===== src/rtl/pong_game_ctrl_if.sv =====
// Bundle between the Pong game engine and its surroundings: player controls
// and frame tick in, ball/paddle/score state out to the pixel generator.
interface pong_game_ctrl_if;
   logic       refresh_tick;
   logic       start;
   logic       p1_up;
   logic       p1_dn;
   logic       p2_up;
   logic       p2_dn;
   logic [9:0] ball_x;
   logic [9:0] ball_y;
   logic [9:0] paddle1_y;
   logic [9:0] paddle2_y;
   logic [3:0] score1;
   logic [3:0] score2;
   logic [1:0] game_state;
   logic       hit;
   logic       miss;

   modport master (
      output refresh_tick, start, p1_up, p1_dn, p2_up, p2_dn,
      input  ball_x, ball_y, paddle1_y, paddle2_y, score1, score2,
             game_state, hit, miss
   );

   modport slave (
      input  refresh_tick, start, p1_up, p1_dn, p2_up, p2_dn,
      output ball_x, ball_y, paddle1_y, paddle2_y, score1, score2,
             game_state, hit, miss
   );
endinterface


===== src/rtl/pong_game_ctrl.sv =====
// Frame-rate Pong engine: serve/play/point/over FSM, clamped paddle motion,
// ball wall bounce, paddle rebound and miss scoring, all advanced on refresh_tick.
module pong_game_ctrl #(
   parameter int BALL_VEL    = 4,
   parameter int PADDLE_VEL  = 3,
   parameter int SERVE_DELAY = 60,
   parameter int WIN_SCORE   = 9
) (
   input  logic             clk,
   input  logic             reset,
   pong_game_ctrl_if.slave  bus
);
   localparam logic [9:0] BV            = 10'(BALL_VEL);
   localparam logic [9:0] PV            = 10'(PADDLE_VEL);
   localparam logic [9:0] BALL_CX       = 10'd316;
   localparam logic [9:0] BALL_CY       = 10'd236;
   localparam logic [9:0] PAD_CY        = 10'd204;
   localparam logic [9:0] PAD_MAX       = 10'd407;
   localparam logic [9:0] BALL_Y_MAX    = 10'd472;
   localparam logic [9:0] PAD_SPAN      = 10'd72;
   localparam logic [9:0] BALL_SPAN     = 10'd7;
   localparam logic [9:0] LEFT_EDGE     = 10'd40 + BV;
   localparam logic [9:0] RIGHT_EDGE    = 10'd593;
   localparam logic [9:0] LEFT_REBOUND  = 10'd41;
   localparam logic [9:0] RIGHT_REBOUND = 10'd592;
   localparam int         CNT_W         = $clog2(SERVE_DELAY + 1);
   localparam logic [CNT_W-1:0] SERVE_LAST = CNT_W'(SERVE_DELAY - 1);
   localparam logic [CNT_W-1:0] CNT_ONE    = CNT_W'(1);
   localparam logic [3:0] WIN           = 4'(WIN_SCORE);

   typedef enum logic [1:0] {
      IDLE  = 2'd0,
      PLAY  = 2'd1,
      POINT = 2'd2,
      OVER  = 2'd3
   } state_t;

   state_t           state;
   logic [9:0]       ball_x;
   logic [9:0]       ball_y;
   logic [9:0]       pad1_y;
   logic [9:0]       pad2_y;
   logic             dx_neg;
   logic             dy_neg;
   logic [3:0]       score1;
   logic [3:0]       score2;
   logic [CNT_W-1:0] frame_cnt;
   logic             hit;
   logic             miss;

   logic [9:0]       step_x;
   logic [9:0]       step_y;
   logic             step_dx_neg;
   logic             step_dy_neg;
   logic             bounce;
   logic             p1_point;
   logic             p2_point;

   // Compare against the limit before stepping so the 10-bit value never wraps.
   function automatic logic [9:0] paddle_step(input logic [9:0] y,
                                              input logic up,
                                              input logic dn);
      if (up && !dn)
         return (y < PV) ? 10'd0 : y - PV;
      else if (dn && !up)
         return (y > PAD_MAX - PV) ? PAD_MAX : y + PV;
      return y;
   endfunction

   function automatic logic overlaps(input logic [9:0] by, input logic [9:0] py);
      return (by + BALL_SPAN >= py) && (by <= py + PAD_SPAN);
   endfunction

   always_comb begin
      step_y      = ball_y;
      step_dy_neg = dy_neg;
      if (dy_neg) begin
         if (ball_y < BV) begin
            step_y      = 10'd0;
            step_dy_neg = 1'b0;
         end else begin
            step_y = ball_y - BV;
         end
      end else begin
         if (ball_y + BV > BALL_Y_MAX) begin
            step_y      = BALL_Y_MAX;
            step_dy_neg = 1'b1;
         end else begin
            step_y = ball_y + BV;
         end
      end

      step_x      = ball_x;
      step_dx_neg = dx_neg;
      bounce      = 1'b0;
      p1_point    = 1'b0;
      p2_point    = 1'b0;
      if (dx_neg) begin
         if (ball_x <= LEFT_EDGE) begin
            if (overlaps(ball_y, pad1_y)) begin
               step_x      = LEFT_REBOUND;
               step_dx_neg = 1'b0;
               bounce      = 1'b1;
            end else begin
               p2_point = 1'b1;
            end
         end else begin
            step_x = ball_x - BV;
         end
      end else begin
         if (ball_x + BV >= RIGHT_EDGE) begin
            if (overlaps(ball_y, pad2_y)) begin
               step_x      = RIGHT_REBOUND;
               step_dx_neg = 1'b1;
               bounce      = 1'b1;
            end else begin
               p1_point = 1'b1;
            end
         end else begin
            step_x = ball_x + BV;
         end
      end
   end

   always_ff @(posedge clk) begin
      if (reset) begin
         state     <= IDLE;
         ball_x    <= BALL_CX;
         ball_y    <= BALL_CY;
         pad1_y    <= PAD_CY;
         pad2_y    <= PAD_CY;
         dx_neg    <= 1'b0;
         dy_neg    <= 1'b0;
         score1    <= 4'd0;
         score2    <= 4'd0;
         frame_cnt <= '0;
         hit       <= 1'b0;
         miss      <= 1'b0;
      end else begin
         hit  <= 1'b0;
         miss <= 1'b0;
         case (state)
            IDLE: begin
               if (bus.start)
                  state <= PLAY;
            end
            PLAY: begin
               if (bus.refresh_tick) begin
                  pad1_y <= paddle_step(pad1_y, bus.p1_up, bus.p1_dn);
                  pad2_y <= paddle_step(pad2_y, bus.p2_up, bus.p2_dn);
                  // On a miss dx already points at the conceding side, so it is kept.
                  if (p1_point || p2_point) begin
                     miss      <= 1'b1;
                     ball_x    <= BALL_CX;
                     ball_y    <= BALL_CY;
                     frame_cnt <= '0;
                     if (p1_point) begin
                        score1 <= score1 + 4'd1;
                        state  <= (score1 + 4'd1 == WIN) ? OVER : POINT;
                     end else begin
                        score2 <= score2 + 4'd1;
                        state  <= (score2 + 4'd1 == WIN) ? OVER : POINT;
                     end
                  end else begin
                     ball_x <= step_x;
                     ball_y <= step_y;
                     dx_neg <= step_dx_neg;
                     dy_neg <= step_dy_neg;
                     hit    <= bounce;
                  end
               end
            end
            POINT: begin
               if (bus.refresh_tick) begin
                  pad1_y    <= paddle_step(pad1_y, bus.p1_up, bus.p1_dn);
                  pad2_y    <= paddle_step(pad2_y, bus.p2_up, bus.p2_dn);
                  frame_cnt <= frame_cnt + CNT_ONE;
                  if (frame_cnt == SERVE_LAST)
                     state <= PLAY;
               end
            end
            OVER: begin
               if (bus.start) begin
                  state  <= PLAY;
                  ball_x <= BALL_CX;
                  ball_y <= BALL_CY;
                  pad1_y <= PAD_CY;
                  pad2_y <= PAD_CY;
                  dx_neg <= 1'b0;
                  dy_neg <= 1'b0;
                  score1 <= 4'd0;
                  score2 <= 4'd0;
               end
            end
            default: state <= IDLE;
         endcase
      end
   end

   assign bus.ball_x     = ball_x;
   assign bus.ball_y     = ball_y;
   assign bus.paddle1_y  = pad1_y;
   assign bus.paddle2_y  = pad2_y;
   assign bus.score1     = score1;
   assign bus.score2     = score2;
   assign bus.game_state = state;
   assign bus.hit        = hit;
   assign bus.miss       = miss;
endmodule


===== src/flat_wrapper.sv =====
// flat-port wrapper written by rule: the top's interface ports become plain ports
module pong_game_ctrl_flat 
#(
   parameter int BALL_VEL    = 4,
   parameter int PADDLE_VEL  = 3,
   parameter int SERVE_DELAY = 60,
   parameter int WIN_SCORE   = 9
)
  (clk, reset, bus_refresh_tick, bus_start, bus_p1_up, bus_p1_dn, bus_p2_up, bus_p2_dn, bus_ball_x, bus_ball_y, bus_paddle1_y, bus_paddle2_y, bus_score1, bus_score2, bus_game_state, bus_hit, bus_miss);
  pong_game_ctrl_if bus_i ();
  input  logic clk;
  input  logic reset;
  input wire logic [$bits(bus_i.refresh_tick)-1:0] bus_refresh_tick;
  input wire logic [$bits(bus_i.start)-1:0] bus_start;
  input wire logic [$bits(bus_i.p1_up)-1:0] bus_p1_up;
  input wire logic [$bits(bus_i.p1_dn)-1:0] bus_p1_dn;
  input wire logic [$bits(bus_i.p2_up)-1:0] bus_p2_up;
  input wire logic [$bits(bus_i.p2_dn)-1:0] bus_p2_dn;
  output wire logic [$bits(bus_i.ball_x)-1:0] bus_ball_x;
  output wire logic [$bits(bus_i.ball_y)-1:0] bus_ball_y;
  output wire logic [$bits(bus_i.paddle1_y)-1:0] bus_paddle1_y;
  output wire logic [$bits(bus_i.paddle2_y)-1:0] bus_paddle2_y;
  output wire logic [$bits(bus_i.score1)-1:0] bus_score1;
  output wire logic [$bits(bus_i.score2)-1:0] bus_score2;
  output wire logic [$bits(bus_i.game_state)-1:0] bus_game_state;
  output wire logic [$bits(bus_i.hit)-1:0] bus_hit;
  output wire logic [$bits(bus_i.miss)-1:0] bus_miss;
  assign bus_i.refresh_tick = bus_refresh_tick;
  assign bus_i.start = bus_start;
  assign bus_i.p1_up = bus_p1_up;
  assign bus_i.p1_dn = bus_p1_dn;
  assign bus_i.p2_up = bus_p2_up;
  assign bus_i.p2_dn = bus_p2_dn;
  assign bus_ball_x = bus_i.ball_x;
  assign bus_ball_y = bus_i.ball_y;
  assign bus_paddle1_y = bus_i.paddle1_y;
  assign bus_paddle2_y = bus_i.paddle2_y;
  assign bus_score1 = bus_i.score1;
  assign bus_score2 = bus_i.score2;
  assign bus_game_state = bus_i.game_state;
  assign bus_hit = bus_i.hit;
  assign bus_miss = bus_i.miss;
  pong_game_ctrl #(.BALL_VEL(BALL_VEL), .PADDLE_VEL(PADDLE_VEL), .SERVE_DELAY(SERVE_DELAY), .WIN_SCORE(WIN_SCORE)) u_core (.clk(clk), .reset(reset), .bus(bus_i));
endmodule

===== config.mk =====
export PLATFORM = sky130hd
export DESIGN_NAME = pong_game_ctrl_flat
export DESIGN_NICKNAME = d
export VERILOG_FILES = /design/src/rtl/pong_game_ctrl_if.sv /design/src/rtl/pong_game_ctrl.sv /design/src/flat_wrapper.sv
export SDC_FILE = /design/constraint.sdc
export NUM_CORES = 1
export LEC_CHECK = 0
export CORE_ASPECT_RATIO = 1.4
export CORE_MARGIN = 2
export CORE_UTILIZATION = 55
export CTS_CLUSTER_DIAMETER = 40
export DETAILED_ROUTE_END_ITERATION = 8
export DONT_BUFFER_PORTS = 1
export GPL_TIMING_DRIVEN = 0
export PLACE_DENSITY = 0.75
export SETUP_SLACK_MARGIN = 0.3
export SKIP_LAST_GASP = 1
export SLEW_MARGIN = 20
export SYNTH_ARGS = -nofsm -noshare
export SYNTH_HDL_FRONTEND = slang
export SYNTH_SLANG_ARGS = --single-unit

===== constraint.sdc =====
create_clock -name clk -period 10.4 [get_ports clk]
set_input_delay 2.08 -clock clk [delete_from_list [all_inputs] [get_ports clk]]
set_output_delay 2.08 -clock clk [all_outputs]
set_load 0.02 [all_outputs]

Word level (Yosys, flattened, before mapping)
Index checks and enable logic that the tools add are counted.
- add/subtract/negate cells: 14
- order comparisons: 12
- reduce and logical (&&, ||, !) cells: 27
- muxes and demuxes: 95
- bitwise logic cells: 2
- eq/ne operators: 21
- operator list (kind ; number):
    10-bit two-way mux ; 31
    10-bit case mux with 3 select lines ; 2
    10-bit case mux with 2 select lines ; 2
    1-bit two-way mux ; 38
    10-bit by 3-bit adder with 10-bit output (second input constant) ; 3
    10-bit by 9-bit > comparator with 1-bit output (second input constant) ; 3
    4-bit two-way mux ; 7
    10-bit by 2-bit adder with 10-bit output (second input constant) ; 2
    10-bit by 7-bit adder with 10-bit output (second input constant) ; 2
    10-bit greater-or-equal comparator ; 2
    10-bit <= comparator ; 2
    10-bit by 2-bit < comparator with 1-bit output (second input constant) ; 2
    5-bit AND reduction ; 4
    10-bit by 2-bit subtractor with 10-bit output (second input constant) ; 2
    10-bit by 3-bit subtractor with 10-bit output (second input constant) ; 2
    6-bit two-way mux ; 3
    2-bit by 1-bit inequality test with 1-bit output (second input constant) ; 8
    4-bit case mux with 2 select lines ; 2
    2-bit two-way mux ; 6
    6-bit case mux with 2 select lines ; 1
    6-bit AND reduction ; 2
    10-bit greater-or-equal comparator (second input constant) ; 1
    10-bit by 6-bit <= comparator with 1-bit output (second input constant) ; 1
    10-bit by 3-bit < comparator with 1-bit output (second input constant) ; 1
    other kinds (23) ; 42
- word-level logic and storage cells: 183
- output and inout port bits: 52
- bits of input ports: 8
- register bits: 60

Logic depth before layout (Yosys ltp)
Gate-level depths: netlist of run 1.
- word-level depth: 10
- gate-level depth with buffers: 14
- mapped depth without buffers: 12

Worst setup path before layout of run 1
No wires, ideal clock.
- kind: input to register
- start: input bus_p2_dn
- end: register u_core.pad2_y[4] (netlist: u_core.bus.paddle2_y[4])
- data arrival time: 3.669 ns
- setup time: 0.070 ns
- slack: 6.661 ns
- buffers on the path: 0
- cell stages on the path: 9
- data required time: 10.330 ns
- path through: inv_1 > ha_1 > nor2b_1 > o211ai_1 > nor2_1 > o21ai_0 > a311oi_1 > o21ai_0 > a21oi_1
- longest elaborated chain between the ends: 8
- elaborated cells between the ends (all ways): 19
- classes of those cells: 2 x eq/ne; 13 x mux; 4 x reduce/logical
- RTL lines (item ; line ; text):
    start: declaration ; flat_wrapper.sv:18 ; input wire logic [$bits(bus_i.p2_dn)-1:0] bus_p2_dn;
    1-bit logical AND or 1-bit zero test (tied branches) ; pong_game_ctrl.sv:65, pong_game_ctrl.sv:63 ;
    1-bit two-way mux or 1-bit logical AND (tied branches) ; pong_game_ctrl.sv:65, pong_game_ctrl.sv:63 ;
    1-bit two-way mux ; pong_game_ctrl.sv:63 ; if (up && !dn)
    1-bit two-way mux ; pong_game_ctrl.sv:148 ; if (bus.refresh_tick) begin
    1-bit two-way mux ; pong_game_ctrl.sv:142 ; case (state)
    1-bit two-way mux ; pong_game_ctrl.sv:126 ; if (reset) begin
    2-bit by 1-bit inequality test with 1-bit output (no source line) ; - ;
    6-bit AND reduction (no source line) ; - ;
    end signal: assignment ; pong_game_ctrl.sv:150 ; pad2_y <= paddle_step(pad2_y, bus.p2_up, bus.p2_dn);
    end signal: assignment ; pong_game_ctrl.sv:176 ; pad2_y <= paddle_step(pad2_y, bus.p2_up, bus.p2_dn);
    end: declaration ; pong_game_ctrl.sv:42 ; logic [9:0] pad2_y;
Several ways; a longest one is shown, not always the timed one. The select of a mux whose other input is x is not followed.
A chain may end at the register's enable or synchronous reset.

Worst setup path in the final report of run 1
- start: register u_core.ball_y[5] (netlist: u_core.bus.ball_y[5])
- end: register u_core.frame_cnt[5]
- longest elaborated chain between the ends: 9
- elaborated cells between the ends (all ways): 16
- classes of those cells: 1 x add/sub; 4 x order compare; 1 x eq/ne; 6 x mux; 4 x reduce/logical
- RTL lines (item ; line ; text):
    start: declaration ; pong_game_ctrl.sv:40 ; logic [9:0] ball_y;
    start signal: assignment ; pong_game_ctrl.sv:166 ; ball_y <= step_y;
    10-bit by 3-bit adder with 10-bit output ; pong_game_ctrl.sv:71 ; return (by + BALL_SPAN >= py) && (by <= py + PAD_SPAN);
    10-bit greater-or-equal comparator ; pong_game_ctrl.sv:71 ;
    1-bit logical AND ; pong_game_ctrl.sv:71 ;
    1-bit two-way mux, on equally long branches ; pong_game_ctrl.sv:112, pong_game_ctrl.sv:100 ;
    1-bit two-way mux, on equally long branches ; pong_game_ctrl.sv:111, pong_game_ctrl.sv:99 ;
    1-bit two-way mux ; pong_game_ctrl.sv:98 ; if (dx_neg) begin
    1-bit logical OR * ; pong_game_ctrl.sv:152 ; if (p1_point || p2_point) begin
    2-bit by 1-bit inequality test with 1-bit output (no source line) * ; - ;
    4-bit AND reduction (no source line) * ; - ;
    end signal: assignment ; pong_game_ctrl.sv:177 ; frame_cnt <= frame_cnt + CNT_ONE;
    end: declaration ; pong_game_ctrl.sv:47 ; logic [CNT_W-1:0] frame_cnt;
Mark *: on every way between the ends. The rest lies on a longest branch, timed or not.

==> summary.txt, run 1 <==
Place
  – Placed instance area: 5580 um^2
  – Buffers on Ports: 0
  – Inst Count DP: 864
  – Detailed placer's ending HPWL: 12.7 mm
  – RePlAce Congestion: 0.969

Floorplan
  – Die width: 87.8 um
  – Site Rows: 42
  – Die Area: 10700 um^2
  – Die Y: 121 um
  – Starting density of the core: 0.569
  – Area of the core: 9510 um^2
  – Ports: 60

Synthesis
  – Register area share after synthesis: 0.211
  – Synth unique cells: 75
  – Ys flop type: dfxtp_1
  – Synth warnings: 0
  – Yosys reg bits: 57
  – Mean Syn Cell Area: 7.41 um^2
  – Async set-reset flop share out of synthesis: 0
  – Mapped cell area: 5410 um^2
  – Number of flops mapped to enable cells by yosys: 0
  – Cell count after synthesis: 730

Detailed routing
  – DRT iter0 DRCs: 504
  – Antenna-violating nets left: 0
  – DR WL met2: 8.73 mm
  – Wire length on met3: 1.15 mm
  – Highest routed layer: met4
  – Routed vias/inst: 6.64
  – Pre-antenna DRT Iters: 9
  – M1 WL: 6.37 mm
  – DRC violations left: 0
  – Drt wl/cell: 19.3 um
  – Via Count: 5842
  – Detailed Route WL: 17.0 mm

Global routing
  – Largest net degree at the start of global routing: 14
  – Antenna violations before repair: 0
  – Gr usage total: 0.324
  – Grt total ovfl: 0
  – First-pass GRT wire length: 27.1 mm
  – Vias in the first global route: 5485

STA
  – Finish-stage setup viols: 0
  – Clock skew: 0.00701 ns
  – Fmax: 0.224 GHz
  – Worst-Margin Slew: 0.923 ns
  – Slew headroom: 0.382
  – Setup TNS Final: 0 ns
  – RSZ-0062 raised after global routing: no
  – Crit share post-route: 0.430
  – Final Slew Violations: 0
  – Final Hold Viols: 0
  – Tmin final: 4.47 ns

Power
  – VDD IR max: 0.000129 V
  – Pwr/cell area: 137 nW/um^2
  – Leakage: 0.00225 uW

Clock network
  – PostCTS Resize Cnt: 0
  – CTS tree: built
  – CTS buffer count: 9
  – Root Driver: clkbuf_16
  – Clock transition at the registers of the reported paths: 0.06 ns
  – Worst-skew pair later-pin latency: 0.35 ns
  – Hold Buf Count CTS: 0
  – H-tree depth: 3
  – Clock Path Buffers: 2
  – Post-CTS Setup Inserts: 0
  – CTS Sinks: 57

Setup path
  – CP Capture Type: flop
  – Worst reg-to-reg setup slack: 5.93 ns
  – Critical path depth in cells: 12
  – Crit-path cells: clkbuf_1 > and3_1 > nand3_1 > xnor2_1 > ha_1 > a2111oi_0 > nor3_1 > a221oi_1 > or2_1 > a221oi_2 > or3_1 > o32ai_1
  – CP bufs+invs: 1
  – R2r worst-path depth: 12
  – Crit Path Category: reg -> reg
  – Worst Path Arrival: 4.72 ns
  – Slowest cell on the critical path: dfxtp_1
  – Delay-heaviest family, CP: compound AO/OA/AOI/OAI gates
  – Crit-path max FO: 10
  – Setup crit end: u_core.frame_cnt[5]
  – Worst setup startpoint: u_core.bus.ball_y[5]
  – Reg2reg end: u_core.frame_cnt[5]
  – Startpoint types: flop
  – Reg2Reg Launch Point: u_core.bus.ball_y[5]
  – Crit-path max cell delay: 0.59 ns
  – Required @ worst endpoint: 10.65 ns

Layout
  – Diodes inserted: 0
  – Final nets: 810
  – Final core occ: 0.619
  – Layout cell share with drive strength beyond 1: 0.0561
  – Fill cells: 870
  – Cell area after layout: 5890 um^2
  – Commonest non-fill, non-tap cell in the layout: a21oi_1
  – Layout area overhead: 8.91%
  – Non-Filler Instances: 880
  – Most frequent cells in the layout: a21oi_1 (65), nand2_1 (59), ha_1 (59), dfxtp_1 (57), o21ai_0 (55)

Worst hold path
  – Hold WC Path Type: reg -> reg
  – Hold path startpoint: u_core.frame_cnt[1]

Job
  – MaxCap Viol Count: 0

Run status
  – Outcome: finished clean
cell usage after synthesis (4+ instances only):
master,count,area (um^2)
a211oi_1,9,67.6
a21o_1,5,37.5
a21oi_1,65,325
a221o_1,5,50.1
a22o_1,5,43.8
a22oi_1,6,45.0
a2bb2oi_1,4,35.0
a311oi_1,4,35.0
a31oi_1,10,62.6
a41oi_1,4,35.0
and3_1,6,37.5
buf_2,9,45.0
buf_4,5,37.5
clkbuf_1,33,124
dfxtp_1,57,1140
ha_1,59,738
inv_1,45,169
nand2_1,59,221
nand2b_1,5,31.3
nand3_1,28,140
nand3b_1,5,37.5
nand4_1,13,81.3
nor2_1,50,188
nor2b_1,11,68.8
nor3_1,20,100
nor3b_1,5,37.5
nor4_1,8,50.1
nor4b_1,5,43.8
o211ai_1,15,113
o21a_1,6,45.0
o21ai_0,55,275
o221ai_1,8,70.1
o22ai_1,6,37.5
o31ai_1,5,37.5
o32ai_1,5,43.8
or3_1,6,37.5
or4_1,5,37.5
xnor2_1,19,166
xor2_1,7,61.3
worst min-delay path, stage by stage (launching register included):
cell	delay, ns
dfxtp_1	0.32
o21ai_0	0.08
a21oi_1	0.06
metal layers:
metal,up-vias,global-route usage
li1,2751,-
met1,2758,0.354
met2,262,0.576
met3,71,0.0605
met4,0,0.174
met5,-,0
registers in the layout, summed over array words and instances (netlist names):
name	count
u_core.bus.score1	4
u_core.bus.score2	4
u_core.dy_neg	1
u_core.bus.ball_x	9
u_core.bus.paddle1_y	10
u_core.bus.game_state	2
u_core.frame_cnt	6
u_core.bus.hit	1
u_core.dx_neg	1
u_core.bus.paddle2_y	10
u_core.bus.miss	1
u_core.bus.ball_y	8
stage by stage:
stage	worst slack (ns)	hold WS, ns	total power [uW]
after floorplan	6.66	0.451	430
after global placement	6.06	0.475	480
after detailed placement	5.95	0.494	488
after CTS	5.97	0.505	804
after global routing	5.64	0.543	844
final	5.93	0.509	807
logic make-up after synthesis:
logic type	synth area share
compound gates	0.300
xor+xnor	0.0421
fa+ha+maj	0.136
buf+inv	0.0763
flops	0.211
mux	0.00370
other cells	0.000693
simple gates	0.230
worst min path at each step:
stage	endpoint	slack, ns	cells past startpoint
after global placement	u_core.frame_cnt[5]	0.47	2
final	u_core.frame_cnt[1]	0.51	2
after floorplan	u_core.frame_cnt[5]	0.45	2
after detailed placement	u_core.frame_cnt[1]	0.49	2
after CTS	u_core.frame_cnt[1]	0.50	2
after global routing	u_core.frame_cnt[3]	0.54	2
where the power goes:
group          internal [uW]  total (uW)  switching [uW]
sequential               228         259            30.2
clock                    190         316             126
combinational           85.6         233             147
total                    504         807             303
area by class of cell:
type / count / area [um^2] / share of cell area
buffer: 51 / 236 / 0.0401
clock buffer: 9 / 225 / 0.0382
clock inverter: 7 / 83.8 / 0.0142
inverter: 47 / 176 / 0.0299
multi-input combinational: 577 / 3860 / 0.656
sequential: 57 / 1140 / 0.194
tap: 132 / 165 / 0.0280
No activity file was read; power rests on OpenSTA's default activity.
==> inputs of run 2 (changes only) <==
--- a/config.mk
+++ b/config.mk
@@ -12,7 +12,7 @@
 export DETAILED_ROUTE_END_ITERATION = 8
 export DONT_BUFFER_PORTS = 1
 export GPL_TIMING_DRIVEN = 0
-export PLACE_DENSITY = 0.75
+export PLACE_DENSITY = 0.78
 export SETUP_SLACK_MARGIN = 0.3
 export SKIP_LAST_GASP = 1
 export SLEW_MARGIN = 20
==> constraint.sdc (replaced) <==
create_clock -name clk -period 3.6 [get_ports clk]
set_input_delay 0.72 -clock clk [delete_from_list [all_inputs] [get_ports clk]]
set_output_delay 0.72 -clock clk [all_outputs]
set_load 0.02 [all_outputs]
==> summary.txt, run 2 (same netlist as run 1, synthesis figures left out) <==
Global routing
  – Gr usage total: 0.342 (was 0.324)
  – First-pass GRT wire length: 28.8 mm (was 27.1 mm)
  – Vias in the first global route: 5895 (was 5485)
  – Antenna violations before repair: 0 (unchanged)
  – Grt total ovfl: 0 (unchanged)
  – Largest net degree at the start of global routing: 13 (was 14)

Power
  – Leakage: 0.00246 uW (was 0.00225 uW)
  – VDD IR max: 0.000281 V (was 0.000129 V)
  – Pwr/cell area: 388 nW/um^2 (was 137 nW/um^2)

Setup path
  – Crit-path max FO: 7 (was 10)
  – Delay-heaviest family, CP: simple AND/OR/NAND/NOR gates (was compound AO/OA/AOI/OAI gates)
  – Startpoint types: flop (unchanged)
  – Crit-path cells: ha_4 > a21oi_4 > nor2_1 > xnor2_1 > ha_1 > nand4_1 > or4_4 > o211a_4 > or2_4 > a221oi_4 > buf_6 > o21ai_0 > a21oi_1 (was clkbuf_1 > and3_1 > nand3_1 > xnor2_1 > ha_1 > a2111oi_0 > nor3_1 > a221oi_1 > or2_1 > a221oi_2 > or3_1 > o32ai_1)
  – Crit-path max cell delay: 0.55 ns (was 0.59 ns)
  – Worst Path Arrival: 3.54 ns (was 4.72 ns)
  – CP bufs+invs: 1 (unchanged)
  – CP Capture Type: flop (unchanged)
  – Required @ worst endpoint: 3.87 ns (was 10.65 ns)
  – Slowest cell on the critical path: or4_4 (was dfxtp_1)
  – Crit Path Category: reg -> reg (unchanged)

Job
  – MaxCap Viol Count: 0 (unchanged)

Detailed routing
  – Pre-antenna DRT Iters: 7 (was 9)
  – DRC violations left: 1 (was 0)
  – DRT iter0 DRCs: 435 (was 504)
  – Detailed Route WL: 18.5 mm (was 17.0 mm)
  – Antenna-violating nets left: 0 (unchanged)
  – Routed vias/inst: 6.81 (was 6.64)
  – Drt wl/cell: 20.6 um (was 19.3 um)
  – Via Count: 6125 (was 5842)

Floorplan
  – Die Area: 10700 um^2 (unchanged)
  – Area of the core: 9510 um^2 (unchanged)
  – Starting density of the core: 0.569 (unchanged)
  – Die width: 87.8 um (unchanged)
  – Site Rows: 42 (unchanged)
  – Ports: 60 (unchanged)
  – Die Y: 121 um (unchanged)

Clock network
  – Clock transition at the registers of the reported paths: 0.06 ns (about the same)
  – Clock Path Buffers: 2 (unchanged)
  – CTS Sinks: 57 (unchanged)
  – Root Driver: clkbuf_16 (unchanged)
  – CTS buffer count: 9 (unchanged)
  – CTS tree: built (unchanged)
  – Hold Buf Count CTS: 0 (unchanged)
  – Worst-skew pair later-pin latency: 0.35 ns (about the same)
  – H-tree depth: 3 (unchanged)

Run status
  – Failing checks: DRC
  – Outcome: finished with violations (was finished clean)

Layout
  – Layout cell share with drive strength beyond 1: 0.168 (was 0.0561)
  – Final core occ: 0.682 (was 0.619)
  – Final nets: 829 (was 810)
  – Layout area overhead: 19.9% (was 8.91%)
  – Most frequent cells in the layout: a21oi_1 (60), nand2_1 (58), ha_1 (55), o21ai_0 (53), nor2_1 (50) (was a21oi_1 (65), nand2_1 (59), ha_1 (59), dfxtp_1 (57), o21ai_0 (55))
  – Commonest non-fill, non-tap cell in the layout: a21oi_1 (unchanged)
  – Diodes inserted: 0 (unchanged)

STA
  – Setup TNS Final: 0 ns (unchanged)
  – Fmax: 0.305 GHz (was 0.224 GHz)
  – Final Slew Violations: 0 (unchanged)
  – Slew headroom: 0.387 (was 0.382)
  – Crit share post-route: 0.909 (was 0.430)
  – Worst-Margin Slew: 0.915 ns (was 0.923 ns)
  – Tmin final: 3.27 ns (was 4.47 ns)
  – RSZ-0062 raised after global routing: yes (was no)
  – Finish-stage setup viols: 0 (unchanged)
  – Clock skew: 0.00633 ns (was 0.00701 ns)
  – Worst setup margin: 0.326 ns (was 5.93 ns)
  – Final Hold Viols: 0 (unchanged)

Worst hold path
  – Hold WC Path Type: reg -> reg (unchanged)

Place
  – RePlAce Congestion: 0.976 (was 0.969)
  – Detailed placer's ending HPWL: 12.7 mm (about the same)
  – Pre-CTS setup slack: -0.529 ns (was 5.95 ns)
  – Buffers on Ports: 0 (unchanged)
==> run 2: cell type report <==
| class | instances | area, um^2 |
|---|---|---|
| Sequential cell | 57 | 1180 |
| Buffer | 51 | 304 |
| Multi-Input combinational cell | 577 | 4210 |
| Tap cell | 132 | 165 |
| Inverter | 47 | 178 |
| Clock buffer | 9 | 225 |
| Timing Repair Buffer | 19 | 144 |
| Clock inverter | 7 | 77.6 |
| Fill cell | 783 | 3030 |
==> run 2: per-stage QoR <==
stage	total power (uW)	hold slack, ns	instances	area (um^2)
after floorplan	1240	0.451	732	5420
after global placement	1390	0.467	864	5590
after detailed placement	1410	0.487	864	5590
after CTS	2420	0.515	892	6240
after global routing	2630	0.532	899	6490
final	2520	0.518	899	6490
==> run 2: routing by layer <==
layer  vias up  GRT usage  part of all wire
met4         0      0.188             0.052
met1      2902      0.375              0.36
met3        87     0.0707             0.075
met5         -          0                 0
met2       354      0.600              0.51
li1       2782          -                 -
==> run 2: final timing paths <==
kind	from	endpoint	slack (ns)	cells past startpoint
max reg2reg	u_core.bus.paddle1_y[3]	u_core.frame_cnt[2]	0.33	13
min	u_core.frame_cnt[5]	u_core.frame_cnt[5]	0.52	2
min reg2reg	u_core.frame_cnt[5]	u_core.frame_cnt[5]	0.52	2
max	u_core.bus.paddle1_y[3]	u_core.frame_cnt[2]	0.33	13
==> run 2: report_power, final <==
group          internal (uW)  switching (uW)
Combinational            357             516
Clock                    540             352
Sequential               661            91.3
Total                   1560             960
==> run 2: tightest hold or removal path, cell delays in order (launching register included) <==
cell and delay [ns]:
dfxtp_1 0.33, nand2_1 0.08, o32ai_2 0.06
==> run 2: what timing repair did <==
action,4_1_cts,5_1_grt
setup buffers,12,7
pin swaps,7,19
gates resized for setup,66,54
endpoints found under the setup margin,37,30
gates cloned,0,0
==> inputs of run 3 (changes only) <==
--- a/config.mk
+++ b/config.mk
@@ -5,14 +5,15 @@
 export SDC_FILE = /design/constraint.sdc
 export NUM_CORES = 1
 export LEC_CHECK = 0
+export ABC_AREA = 1
 export CORE_ASPECT_RATIO = 1.4
 export CORE_MARGIN = 2
-export CORE_UTILIZATION = 55
+export CORE_UTILIZATION = 50
 export CTS_CLUSTER_DIAMETER = 40
 export DETAILED_ROUTE_END_ITERATION = 8
 export DONT_BUFFER_PORTS = 1
 export GPL_TIMING_DRIVEN = 0
-export PLACE_DENSITY = 0.78
+export PLACE_DENSITY = 0.73
 export SETUP_SLACK_MARGIN = 0.3
 export SKIP_LAST_GASP = 1
 export SLEW_MARGIN = 20
==> summary.txt, run 3 <==
Run status
  – Outcome: finished clean (was finished with violations)

Layout
  – Non-Filler Instances: 988 (was 899)
  – Diodes inserted: 0 (unchanged)
  – Sequential cell area: 1160 um^2 (was 1180 um^2)
  – Cell area after layout: 5840 um^2 (was 6490 um^2)
  – Layout cell share with drive strength beyond 1: 0.0812 (was 0.168)
  – Fill cells: 1057 (was 783)
  – Most frequent cells in the layout: nand2_1 (199), inv_1 (94), nor2_1 (94), a21oi_1 (62), ha_1 (59) (was a21oi_1 (60), nand2_1 (58), ha_1 (55), o21ai_0 (53), nor2_1 (50))
  – Commonest non-fill, non-tap cell in the layout: nand2_1 (was a21oi_1)
  – Final nets: 913 (was 829)
  – Multi-input gate area: 3700 um^2 (was 4210 um^2)
  – Layout area overhead: 9.98% (was 19.9%)

Synthesis
  – Mean Syn Cell Area: 6.38 um^2 (was 7.41 um^2)
  – Post-synth top cells: nand2_1 (199), inv_1 (94), nor2_1 (94) (was a21oi_1 (65), ha_1 (59), nand2_1 (59))
  – Ys flop type: dfxtp_1 (unchanged)
  – Yosys reg bits: 57 (unchanged)
  – Mux contribution to synthesized area: 0 (was 0.00370)
  – Post-synthesis adder-cell area fraction: 0.139 (was 0.136)
  – Synth warnings: 0 (unchanged)
  – Mapped cell area: 5310 um^2 (was 5410 um^2)
  – Simple-gate share of the synthesized area: 0.325 (was 0.230)
  – Compound-gate portion of the synthesized area: 0.157 (was 0.300)
  – Synth area leaders: dfxtp_1 (21%), nand2_1 (14%), ha_1 (14%) (was dfxtp_1 (21%), ha_1 (14%), a21oi_1 (6.0%))
  – Synth unique cells: 43 (was 75)
  – Synth Area in XOR/XNOR: 0.0676 (was 0.0421)
  – Yosys top cell area share: 0.215 (was 0.211)
  – Async set-reset flop share out of synthesis: 0 (unchanged)
  – Number of flops mapped to enable cells by yosys: 0 (unchanged)
  – Most common cell in the netlist: nand2_1 (was a21oi_1)
  – Register area share after synthesis: 0.215 (was 0.211)
  – Largest area contributor in the netlist: dfxtp_1 (unchanged)
  – Cell count after synthesis: 833 (was 730)
  – Largest family of logic cells by synthesized area: simple AND/OR/NAND/NOR gates (was compound AO/OA/AOI/OAI gates)

Setup path
  – Crit-path max FO: 8 (was 7)
  – Reg2Reg Launch Point: u_core.bus.ball_y[8] (was u_core.bus.paddle1_y[3])
  – Crit Path Category: reg -> reg (unchanged)
  – Slowest cell on the critical path: dfxtp_4 (was or4_4)
  – Worst reg-to-reg setup slack: 0.57 ns (was 0.33 ns)
  – Worst Path Arrival: 3.30 ns (was 3.54 ns)
  – R2r worst-path depth: 16 (was 13)
  – Crit-path cells: buf_2 > nand2_1 > inv_1 > nand4_1 > xor2_2 > ha_1 > a21o_1 > nor2_1 > nand3_1 > nand2_1 > nand4_4 > nand2_1 > nand2_1 > inv_2 > nand3_1 > a21oi_1 (was ha_4 > a21oi_4 > nor2_1 > xnor2_1 > ha_1 > nand4_1 > or4_4 > o211a_4 > or2_4 > a221oi_4 > buf_6 > o21ai_0 > a21oi_1)
  – CP bufs+invs: 3 (was 1)
  – Crit path top cell by count: nand2_1
  – Startpoint types: flop (unchanged)
  – Crit-path max cell delay: 0.41 ns (was 0.55 ns)
  – Delay-heaviest family, CP: simple AND/OR/NAND/NOR gates (unchanged)
  – CP Capture Type: flop (unchanged)
  – Required @ worst endpoint: 3.87 ns (about the same)
  – Reg2reg end: u_core.bus.score1[1] (was u_core.frame_cnt[2])

Global routing
  – Vias in the first global route: 5210 (was 5895)
  – Largest net degree at the start of global routing: 11 (was 13)
  – Antenna violations before repair: 0 (unchanged)
  – Gr usage total: 0.273 (was 0.342)
  – Grt total ovfl: 0 (unchanged)
  – First-pass GRT wire length: 25.0 mm (was 28.8 mm)

STA
  – Worst setup margin: 0.565 ns (was 0.326 ns)
  – Final Slew Violations: 0 (unchanged)
  – Setup TNS Final: 0 ns (unchanged)
  – RSZ-0062 raised after global routing: no (was yes)
  – Crit share post-route: 0.843 (was 0.909)
  – Final Hold Viols: 0 (unchanged)
  – Tmin final: 3.03 ns (was 3.27 ns)
  – Worst-Margin Slew: 0.773 ns (was 0.915 ns)
  – Finish-stage setup viols: 0 (unchanged)
  – Fmax: 0.330 GHz (was 0.305 GHz)
  – Clock skew: 0.00735 ns (was 0.00633 ns)
  – Slew headroom: 0.485 (was 0.387)

Power
  – Pwr/cell area: 412 nW/um^2 (was 388 nW/um^2)
  – Sequential share of power: 0.333 (was 0.299)
  – Internal power: 1510 uW (was 1560 uW)
  – Gate power share: 0.300 (was 0.347)
  – Switching power: 902 uW (was 960 uW)
  – Switching Fraction: 0.375 (was 0.381)
  – VDD IR max: 0.000255 V (was 0.000281 V)
  – Clock Power Share: 0.367 (was 0.354)
  – Leakage: 0.00277 uW (was 0.00246 uW)

Place
  – Pre-CTS setup slack: 0.0599 ns (was -0.529 ns)
  – Inst Count DP: 973 (was 864)
  – Buffers on Ports: 0 (unchanged)
  – RePlAce Congestion: 1.00 (was 0.976)
  – Detailed placer's ending HPWL: 11.5 mm (was 12.7 mm)
  – Placed instance area: 5490 um^2 (was 5590 um^2)

Floorplan
  – Die Y: 126 um (was 121 um)
  – Area of the core: 10300 um^2 (was 9510 um^2)
  – Die Area: 11500 um^2 (was 10700 um^2)
  – Starting density of the core: 0.513 (was 0.569)
  – Ports: 60 (unchanged)
  – Site Rows: 44 (was 42)
  – Die width: 91.1 um (was 87.8 um)

Clock network
  – CTS buffer count: 9 (unchanged)
  – H-tree depth: 3 (unchanged)
  – Worst-skew pair later-pin latency: 0.35 ns (about the same)
  – Root Driver: clkbuf_16 (unchanged)
  – Hold Buf Count CTS: 0 (unchanged)
  – CTS tree: built (unchanged)
  – Clock Path Buffers: 2 (unchanged)
  – Clock transition at the registers of the reported paths: 0.05 ns (was 0.06 ns)
  – CTS Sinks: 57 (unchanged)

Detailed routing
  – DRT iter0 DRCs: 313 (was 435)
  – Antenna-violating nets left: 0 (unchanged)
  – DRC violations left: 0 (was 1)
  – Routed vias/inst: 5.57 (was 6.81)
  – Drt wl/cell: 15.4 um (was 20.6 um)
  – Via Count: 5505 (was 6125)
  – Pre-antenna DRT Iters: 5 (was 7)
  – Detailed Route WL: 15.2 mm (was 18.5 mm)

Worst hold path
  – Hold WC Path Type: reg -> reg (unchanged)
  – Min-Delay Path Depth: 2 (unchanged)
  – Min-Delay Endpoint: u_core.frame_cnt[0] (was u_core.frame_cnt[5])
  – Hold path startpoint: u_core.frame_cnt[0] (was u_core.frame_cnt[5])

Job
  – MaxCap Viol Count: 0 (unchanged)
run 3: cell types whose count changed after synthesis, sizes merged, moves of 6 or more:
cell,change
o221ai,-6
nor3,-6
nor2,+48
xnor2,-14
a211oi,-9
xor2,+29
nand3,+29
clkbuf,-22
inv,+56
nand2,+141
nor2b,-11
a31oi,-8
or3,-6
run 3: worst max-delay path by stage:
stage	start	endpoint	depth (start not counted)
floorplan	u_core.bus.paddle1_y[3]	u_core.bus.score2[0]	19
CTS	u_core.bus.paddle1_y[3]	u_core.bus.ball_x[5]	15
detailed placement	u_core.bus.ball_y[2]	u_core.bus.score1[1]	15
finish	u_core.bus.ball_y[8]	u_core.bus.score1[1]	16
global placement	u_core.bus.ball_y[2]	u_core.bus.ball_y[4]	14
global route	u_core.bus.paddle1_y[5]	u_core.bus.ball_x[7]	17
run 3: final cells by class:
type | instances | area share
multi-input cells | 649 | 0.633
flip-flops and latches | 57 | 0.198
inverters | 105 | 0.0674
clock buffers | 12 | 0.0439
well taps | 138 | 0.0295
plain buffers | 24 | 0.0208
clock inverters | 3 | 0.00685
run 3: what timing repair did:
| action | 4_1_cts | 5_1_grt |
|---|---|---|
| endpoints found under the setup margin | 36 | 36 |
| setup buffers | 0 | 0 |
| gates resized for setup | 3 | 21 |
| pin swaps | 0 | 1 |
run 3: worst reg2reg max path: stages (launching register included):
cell     delay (ns)
dfxtp_4        0.41
buf_2          0.20
nand2_1        0.07
inv_1          0.12
nand4_1        0.16
xor2_2         0.34
ha_1           0.31
a21o_1         0.18
nor2_1         0.11
nand3_1        0.08
nand2_1        0.16
nand4_4        0.20
nand2_1        0.13
nand2_1        0.13
inv_2          0.12
nand3_1        0.07
a21oi_1        0.14
run 3: metrics by stage:
step                total power (uW)  utilization  hold WS (ns)
floorplan                       1350            -         0.470
global placement                1510        0.531         0.488
detailed placement              1520        0.531         0.492
CTS                             2400        0.561         0.500
global route                    2560        0.565         0.534
finish                          2410        0.565         0.495
run 3: cell families (layout without fill, tap and decap cells):
family	after synthesis	count (layout)
buf+inv	129	144
xor+xnor	41	41
compound gates	149	149
fa+ha+maj	59	59
other cells	1	3
flops	57	57
simple gates	397	397
run 3: power by group through the flow:
stage	clock (uW)	combinational, uW	sequential [uW]
floorplan	0	559	789
global placement	0	694	813
detailed placement	0	704	813
CTS	889	714	800
global route	920	833	810
finish	883	723	802
run 3: routing by layer:
metal	wire [um]	track usage	vias to the layer above
met4	673	0.150	0
met3	752	0.0580	46
li1	-	-	2782
met5	0	0	-
met2	7760	0.486	178
met1	6050	0.300	2499
